[config.mk]
export PLATFORM = sky130hd
export DESIGN_NAME = pwm_symbol_rx
export DESIGN_NICKNAME = d
export VERILOG_FILES = /design/src/rtl/pwm_symbol_rx.sv
export SDC_FILE = /design/constraint.sdc
export NUM_CORES = 1
export LEC_CHECK = 0
export ABC_CLOCK_PERIOD_IN_PS = 3950
export CAP_MARGIN = 20
export CORE_AREA = 8 8 81 83
export DETAILED_ROUTE_END_ITERATION = 7
export DIE_AREA = 0 0 89 91
export GPL_ROUTABILITY_DRIVEN = 0
export PLACE_DENSITY = 0.56
export SYNTH_ARGS = -nofsm -noshare
export SYNTH_HDL_FRONTEND = slang
export SYNTH_SLANG_ARGS = --single-unit
[constraint.sdc]
create_clock -name CLK -period 3.95 [get_ports CLK]
set_clock_uncertainty 0.1 [all_clocks]
set_input_delay 0.79 -clock CLK [delete_from_list [all_inputs] [get_ports CLK]]
set_output_delay 0.79 -clock CLK [all_outputs]
set_load 0.01 [all_outputs]
[src/rtl/pwm_symbol_rx.sv]
// rtl/pwm_symbol_rx.sv - pulse-width-coded single-line word receiver
//
// Purpose: synchronizes X_IN, measures each high pulse in CLK cycles,
// classifies it as bit 0 (short) or bit 1 (long), and shifts the bits
// MSB-first into an NBITS word. Malformed pulses, over-long pulses and
// inter-bit gap timeouts discard the partial word and strobe ERR.
//
// Ports:
//   CLK        in   clock, rising edge
//   nRST       in   synchronous reset, active-high
//   X_IN       in   asynchronous serial line
//   DATA_OUT   out  last completed word, held until the next one
//   DATA_VALID out  one-cycle strobe, DATA_OUT updated this cycle
//   ERR        out  one-cycle strobe, frame discarded
//   BUSY       out  high while a word is in progress
//   BIT_CNT    out  bits received in the current word
module pwm_symbol_rx #(
  parameter int NBITS       = 8,
  parameter int SHORT_MIN   = 2,
  parameter int SHORT_MAX   = 4,
  parameter int LONG_MIN    = 6,
  parameter int LONG_MAX    = 10,
  parameter int GAP_TIMEOUT = 16
) (
  input  logic             CLK,
  input  logic             nRST,
  input  logic             X_IN,
  output logic [NBITS-1:0] DATA_OUT,
  output logic             DATA_VALID,
  output logic             ERR,
  output logic             BUSY,
  output logic [3:0]       BIT_CNT
);

  localparam logic [7:0] S_MIN = 8'(SHORT_MIN);
  localparam logic [7:0] S_MAX = 8'(SHORT_MAX);
  localparam logic [7:0] L_MIN = 8'(LONG_MIN);
  localparam logic [7:0] L_MAX = 8'(LONG_MAX);
  localparam logic [7:0] W_SAT = 8'(LONG_MAX + 1);
  localparam logic [7:0] G_TO  = 8'(GAP_TIMEOUT);
  localparam logic [3:0] NB    = 4'(NBITS);

  typedef enum logic [1:0] {IDLE, HIGH, GAP, DRAIN} state_t;

  state_t           state, state_next;
  logic             sync1, x_s, x_d;
  logic             rise, fall;
  logic [7:0]       wcnt, gcnt;
  logic [NBITS-1:0] shreg, shreg_next, data_next;
  logic [3:0]       bit_cnt_next, bit_cnt_inc;
  logic             valid_next, err_next;
  logic             w_short, w_long;

  assign rise        = x_s & ~x_d;
  assign fall        = ~x_s & x_d;
  assign w_short     = (wcnt >= S_MIN) && (wcnt <= S_MAX);
  assign w_long      = (wcnt >= L_MIN) && (wcnt <= L_MAX);
  assign bit_cnt_inc = BIT_CNT + 4'd1;

  always_comb begin
    state_next   = state;
    shreg_next   = shreg;
    bit_cnt_next = BIT_CNT;
    data_next    = DATA_OUT;
    valid_next   = 1'b0;
    err_next     = 1'b0;
    case (state)
      IDLE: begin
        if (rise) state_next = HIGH;
      end
      HIGH: begin
        if (fall) begin
          if (w_short || w_long) begin
            if (bit_cnt_inc == NB) begin
              data_next    = {shreg[NBITS-2:0], w_long};
              valid_next   = 1'b1;
              shreg_next   = '0;
              bit_cnt_next = 4'd0;
              state_next   = IDLE;
            end else begin
              shreg_next   = {shreg[NBITS-2:0], w_long};
              bit_cnt_next = bit_cnt_inc;
              state_next   = GAP;
            end
          end else begin
            err_next     = 1'b1;
            shreg_next   = '0;
            bit_cnt_next = 4'd0;
            state_next   = IDLE;
          end
        end else if (x_s && (wcnt == W_SAT)) begin
          // Already too long to be a bit; wait out the pulse before flagging.
          state_next = DRAIN;
        end
      end
      GAP: begin
        if (rise) begin
          state_next = HIGH;
        end else if (!x_s && (gcnt == G_TO)) begin
          err_next     = 1'b1;
          shreg_next   = '0;
          bit_cnt_next = 4'd0;
          state_next   = IDLE;
        end
      end
      DRAIN: begin
        if (fall) begin
          err_next     = 1'b1;
          shreg_next   = '0;
          bit_cnt_next = 4'd0;
          state_next   = IDLE;
        end
      end
      default: state_next = IDLE;
    endcase
  end

  always_ff @(posedge CLK) begin
    if (nRST) begin
      // Sync chain preset high so a line already high at release is no rise.
      sync1      <= 1'b1;
      x_s        <= 1'b1;
      x_d        <= 1'b1;
      wcnt       <= 8'd0;
      gcnt       <= 8'd0;
      state      <= IDLE;
      shreg      <= '0;
      DATA_OUT   <= '0;
      DATA_VALID <= 1'b0;
      ERR        <= 1'b0;
      BUSY       <= 1'b0;
      BIT_CNT    <= 4'd0;
    end else begin
      sync1 <= X_IN;
      x_s   <= sync1;
      x_d   <= x_s;

      if (rise)                      wcnt <= 8'd1;
      else if (x_s && wcnt < W_SAT)  wcnt <= wcnt + 8'd1;

      // Saturate so unlimited idle low time never wraps the counter.
      if (fall)                          gcnt <= 8'd1;
      else if (!x_s && gcnt != 8'hFF)    gcnt <= gcnt + 8'd1;

      state      <= state_next;
      shreg      <= shreg_next;
      DATA_OUT   <= data_next;
      DATA_VALID <= valid_next;
      ERR        <= err_next;
      BUSY       <= (state_next != IDLE);
      BIT_CNT    <= bit_cnt_next;
    end
  end

endmodule

======== Yosys cells after proc, flatten, opt, wreduce, memory -nomap -nowiden ========
Index checks and enable logic that the tools add are counted.
cells by class
  add/subtract/negate cells ............... 3
  multiply operators ...................... 0
  divide/modulo/power cells ............... 0
  magnitude comparators ................... 5
  equal/unequal tests ..................... 11
  shift operators ......................... 0
  muxes and demuxes ....................... 34
  bitwise operators ....................... 7
  reductions and logical operators ........ 18
operators by type and width
  kind                                                                                 count
  7-bit two-way mux                                                                    6
  4-bit two-way mux                                                                    6
  7-bit case mux with 3 select lines                                                   1
  8-bit by 1-bit adder with 8-bit output, second input constant                        2
  2-bit two-way mux                                                                    8
  4-bit case mux with 3 select lines                                                   1
  1-bit two-way mux                                                                    10
  8-bit by 4-bit equality test with 1-bit output, second input constant                1
  8-bit by 5-bit equality test with 1-bit output, second input constant                1
  8-bit by 2-bit greater-or-equal comparator with 1-bit output, second input constant  1
  8-bit by 3-bit greater-or-equal comparator with 1-bit output, second input constant  1
  8-bit by 3-bit less-or-equal comparator with 1-bit output, second input constant     1
  8-bit by 4-bit less-or-equal comparator with 1-bit output, second input constant     1
  8-bit by 4-bit < comparator with 1-bit output, second input constant                 1
  2-bit inequality test, second input constant                                         4
  8-bit inequality test, second input constant                                         1
  2-bit case mux with 4 select lines                                                   1
  1-bit logical AND                                                                    6
  2-bit nonzero test                                                                   3
  1-bit inverter                                                                       5
  5-bit AND reduction                                                                  1
  4-bit by 1-bit adder with 4-bit output, second input constant                        1
  2-bit equality test, second input constant                                           2
  4-bit equality test, second input constant                                           1
  10 further kinds                                                                     12
storage, ports and cells
  bits in registers ....................... 43
  bits in latches ......................... 0
  memory bits (writable) .................. 0
  memory bits (read-only) ................. 0
  bits of input ports ..................... 3
  output and inout port bits .............. 15
  word-level logic and storage cells ...... 92
  memories kept ........................... 0

======== Logic depth before layout (Yosys ltp) ========
  word-level depth ........................ 7
  mapped depth ............................ 7
  depth with buffers taken out ............ 6

======== Least setup slack after synthesis ========
No wires, ideal clock.
  path type ............................... flip-flop to flip-flop
  start point ............................. register wcnt[1]
  end point ............................... register DATA_OUT[1]
  setup time .............................. 0.072 ns
  arrival ................................. 1.648 ns
  required time ........................... 3.778 ns
  path slack .............................. 2.130 ns
  stages on the path, launching flop included .. 5
  buffers on the path ..................... 0
  clock period less this slack ............ 1.820 ns
  cell sequence ........................... dfxtp_1 mux2_4 a211o_1 nor3_4 mux2i_1
on the way
  word-level cells in the longest chain between the ends .. 4
  elaborated cells on any way between the ends .. 8
  classes of those cells .................. order compare (4); reduce/logical (4)
ends and longest elaborated chain
  item                                                                                        RTL line  source
  from (decl)                                                                                 48        logic [7:0] wcnt, gcnt;
  from (signal assigned)                                                                      139       else if (x_s && wcnt < W_SAT) wcnt <= wcnt + 8'd1;
  8-bit by 2-bit greater-or-equal comparator with 1-bit output, or another cell as far along  56        assign w_short = (wcnt >= S_MIN) && (wcnt <= S_MAX);
  1-bit logical AND, on equally long branches                                                 56, 57
  1-bit logical OR *                                                                          73        if (w_short || w_long) begin
  4-bit AND reduction (no line) *                                                             n/a
  to (signal assigned)                                                                        147       DATA_OUT <= data_next;
  to (decl)                                                                                   28        output logic [NBITS-1:0] DATA_OUT,
Mark *: on every way between the ends. The rest lies on a longest branch, timed or not.
A chain may end at the register's enable or synchronous reset.

======== Final worst setup path ========
  start point ............................. register wcnt[1]
  end point ............................... register BIT_CNT[3]
on the way
  word-level cells in the longest chain between the ends .. 6
  elaborated cells on any way between the ends .. 10
  classes of those cells .................. order compare (4); mux (3); reduce/logical (3)
ends and longest elaborated chain
  item                                                                                        RTL line  source
  8-bit by 2-bit greater-or-equal comparator with 1-bit output, or another cell as far along  56
  1-bit logical AND, on equally long branches                                                 56, 57
  1-bit logical OR *                                                                          73
  4-bit two-way mux *                                                                         73
  4-bit two-way mux *                                                                         72        if (fall) begin
  4-bit case mux with 3 select lines *                                                        67        case (state)
  to (signal assigned)                                                                        151       BIT_CNT <= bit_cnt_next;
  to (decl)                                                                                   32        output logic [3:0] BIT_CNT
Mark *: on every way between the ends. The rest lies on a longest branch, timed or not. The select of a mux whose other input is x is not followed.

==> flow_metrics.py <==
metrics = {
    "timing": {
        "rsz0062_at_grt": "false",
        "setup_viol": 0,
        "fin_setup_tns_ns": 0,
        "period_share_pct": 55.2,
        "fin_crit_ns": 2.18,
        "worst_pin_slew_ns": 1.07,
        "hold_viol": 0,
        "slew_viol_final": 0,
        "setup_slack_ns": 1.77,
        "slew_headroom_pct": 28.1,
        "fmax_mhz": 459,
    },
    "routing": {
        "vias": 1655,
        "maxUsedRoutingLayer": "met4",
        "drt_first_pass_iters": 4,
        "wl_per_cell_um": 13.2,
        "wl_met3_um": 208,
        "drtAntennaViolNets": 0,
        "via_per_inst": 5.24,
        "met1_length_um": 2080,
        "wl_met2_um": 1830,
        "drc_errors": 0,
        "finalWirelength_um": 4170,
        "drtIter0Drc": 102,
    },
    "place": {
        "io_buffers": 17,
        "pre_cts_ws_ns": 1.73,
        "placedCellCount": 308,
        "place_hpwl_um": 2860,
    },
    "pwr": {
        "leakagePower_nw": 0.776,
        "power_uw": 777,
        "power_density_nw_per_um2": 327,
        "ir_drop_mv": 0.169,
    },
    "grt": {
        "grt_usage_pct": 10.9,
        "grt_pass1_wl_um": 7110,
        "antenna_found_initial": 0,
        "grt_overflow": 0,
        "grt_max_degree": 41,
        "grt_pass1_vias": 1526,
    },
    "critical_path": {
        "critical_path_arrival_ns": 2.29,
        "crit_start": "wcnt[1]$_SDFFE_PP0P_",
        "reg2regPathDepth": 4,
        "critPathKind": "reg -> reg",
        "r2r_start": "wcnt[1]$_SDFFE_PP0P_",
        "cp.required_ns": 4.06,
        "r2r_slack_ns": 1.77,
        "r2r-end": "BIT_CNT[3]$_SDFFE_PP0P_",
        "path_max_fanout": 13,
        "crit_path_end_kind": "register",
        "cp-start-kind": "register",
    },
    "cts": {
        "clockBufferDepth": 2,
        "postCtsSetupRepairBufs": 0,
        "cts_tree": "yes",
        "htreeDepth": 2,
        "numClockSinks": 43,
        "clk_latency_ns": 0.30,
        "hold_buffers": 0,
        "cts_inserted_buffers": 5,
        "cts_root_buf": "clkbuf_8",
        "ctsResizeCount": 0,
        "clkTransAtPathRegs_ns": 0.08,
    },
    "floorplan": {
        "num_rows": 27,
        "num_io_pins": 18,
        "fp.dieW_um": 89,
        "design.die.area_sq_um": 8100,
        "initial_core_util_pct": 38.8,
        "fp.dieH_um": 91,
        "core_sq_um": 5340,
    },
    "synthesis": {
        "synth.distinct_cells": 50,
        "syn_area_per_cell_sq_um": 9.04,
        "synth_edf_count": 0,
        "syn-cell-area_sq_um": 2070,
        "yosys_warnings": 0,
        "synth-seq-cells": 43,
        "seq_area_frac_synth_pct": 41.6,
        "async_flop_share_pct": 0,
        "ys.flop_type": "dfxtp_1",
        "synthCells": 229,
        "synthesis.nets": 237,
    },
    "finish": {
        "mostFrequentLayoutCells": "dfxtp_1, nand2_1, a21oi_1",
        "drive_above_1_share_pct": 11.9,
        "synthToLayoutAreaGrowth_pct": 14.7,
        "diodes": 0,
        "final_cell_count_no_fill": 316,
        "nNetsFinal": 251,
        "layout_commonest_cell": "dfxtp_1",
    },
    "worst_hold_path": {
        "min_path_cells": 1,
        "holdPathEnd": "x_s$_SDFF_PP1_",
        "holdCritStartpoint": "sync1$_SDFF_PP1_",
        "holdCritPathClass": "reg -> reg",
    },
    "flow_run": {
        "cap_violations": 0,
    },
    "status": {
        "status": "completed",
    },
}
-- report_power, final --
group,internal (mW),switching (mW)
sequential,0.439,0.0104
combinational,0.0200,0.0317
clock,0.124,0.152
-- kinds of logic after synthesis --
| logic type | after synthesis | share of synthesized area (%) |
|---|---|---|
| AND/OR/NAND/NOR | 107 | 31.5 |
| AO/OA/AOI/OAI | 41 | 12.9 |
| buffers and inverters | 19 | 4.23 |
| multiplexers | 9 | 4.59 |
| flip-flops | 43 | 41.6 |
| XOR/XNOR | 5 | 2.12 |
| adder cells (fa/ha/maj) | 5 | 3.02 |
-- metal layers --
layer | global-route usage, % | vias up
met5 | 0 | -
met4 | 4.16 | 0
met3 | 3.51 | 6
met2 | 15.8 | 34
met1 | 14.6 | 767
li1 | - | 848
-- state kept, by name (all words and copies together) (netlist names) --
name,cells
DATA_OUT,8
gcnt,8
wcnt,8
shreg,7
BIT_CNT,4
state,2
BUSY,1
DATA_VALID,1
ERR,1
sync1,1
x_d,1
x_s,1
-- how the worst max path moves through the flow --
stage | to | slack [ns] | cells after the start
floorplan | DATA_OUT[1]$_SDFFE_PP0P_ | 2.13 | 4
global placement | gcnt[6]$_SDFFE_PP0P_ | 1.71 | 4
detailed placement | gcnt[6]$_SDFFE_PP0P_ | 1.73 | 4
CTS | BIT_CNT[0] | 1.75 | 1
global route | DATA_OUT[6]$_SDFFE_PP0P_ | 1.60 | 4
finish | BIT_CNT[3]$_SDFFE_PP0P_ | 1.77 | 4
-- Yosys cell counts, drive strengths merged (2+ instances only) --
library cell	instances	area share (%)
xnor2	4	1.7
ha	5	3.0
o21ai	2	0.48
nand3b	2	0.73
or2b	12	5.0
a41oi	3	1.3
inv	7	1.3
nor3	4	1.5
nand2	21	3.8
a21oi	18	4.4
mux2i	8	3.9
and3b	2	0.91
buf	4	1.5
o211ai	2	0.73
nor4	3	1.2
a31oi	3	0.91
nor2b	3	0.91
nand4	12	3.6
nor4b	2	0.85
and2	6	1.8
nand4b	6	2.5
a211o	2	0.85
a211oi	3	1.1
or2	4	1.2
nand3	5	1.2
dfxtp	43	42
clkbuf	8	1.5
nor2	14	2.5
nand2b	6	1.8
-- through the flow --
step | hold WS [ns] | util (%) | cell area, sq um
2_1_floorplan | 0.289 | - | 2070
3_3_place_gp | 0.291 | 42.9 | 2290
3_5_place_dp | 0.299 | 42.9 | 2290
4_1_cts | 0.313 | 44.5 | 2370
5_1_grt | 0.345 | 44.5 | 2370
6_report | 0.309 | 44.5 | 2370
-- worst max-delay path, cell delays in order, from the launching register on --
cell and delay, ns:
dfxtp_1 0.49, mux2_4 0.35, a211oi_2 0.76, a31oi_1 0.15, o32ai_1 0.25
-- cell type report --
class / instances / area [sq um]
Fill cell: 552 / 2960
Multi-Input combinational cell: 167 / 1130
Sequential cell: 43 / 861
Timing Repair Buffer: 19 / 185
Tap cell: 72 / 90.1
Clock buffer: 6 / 72.6
Inverter: 7 / 26.3
Clock inverter: 2 / 12.5
Note: power is estimated with default switching activity, not from simulation.
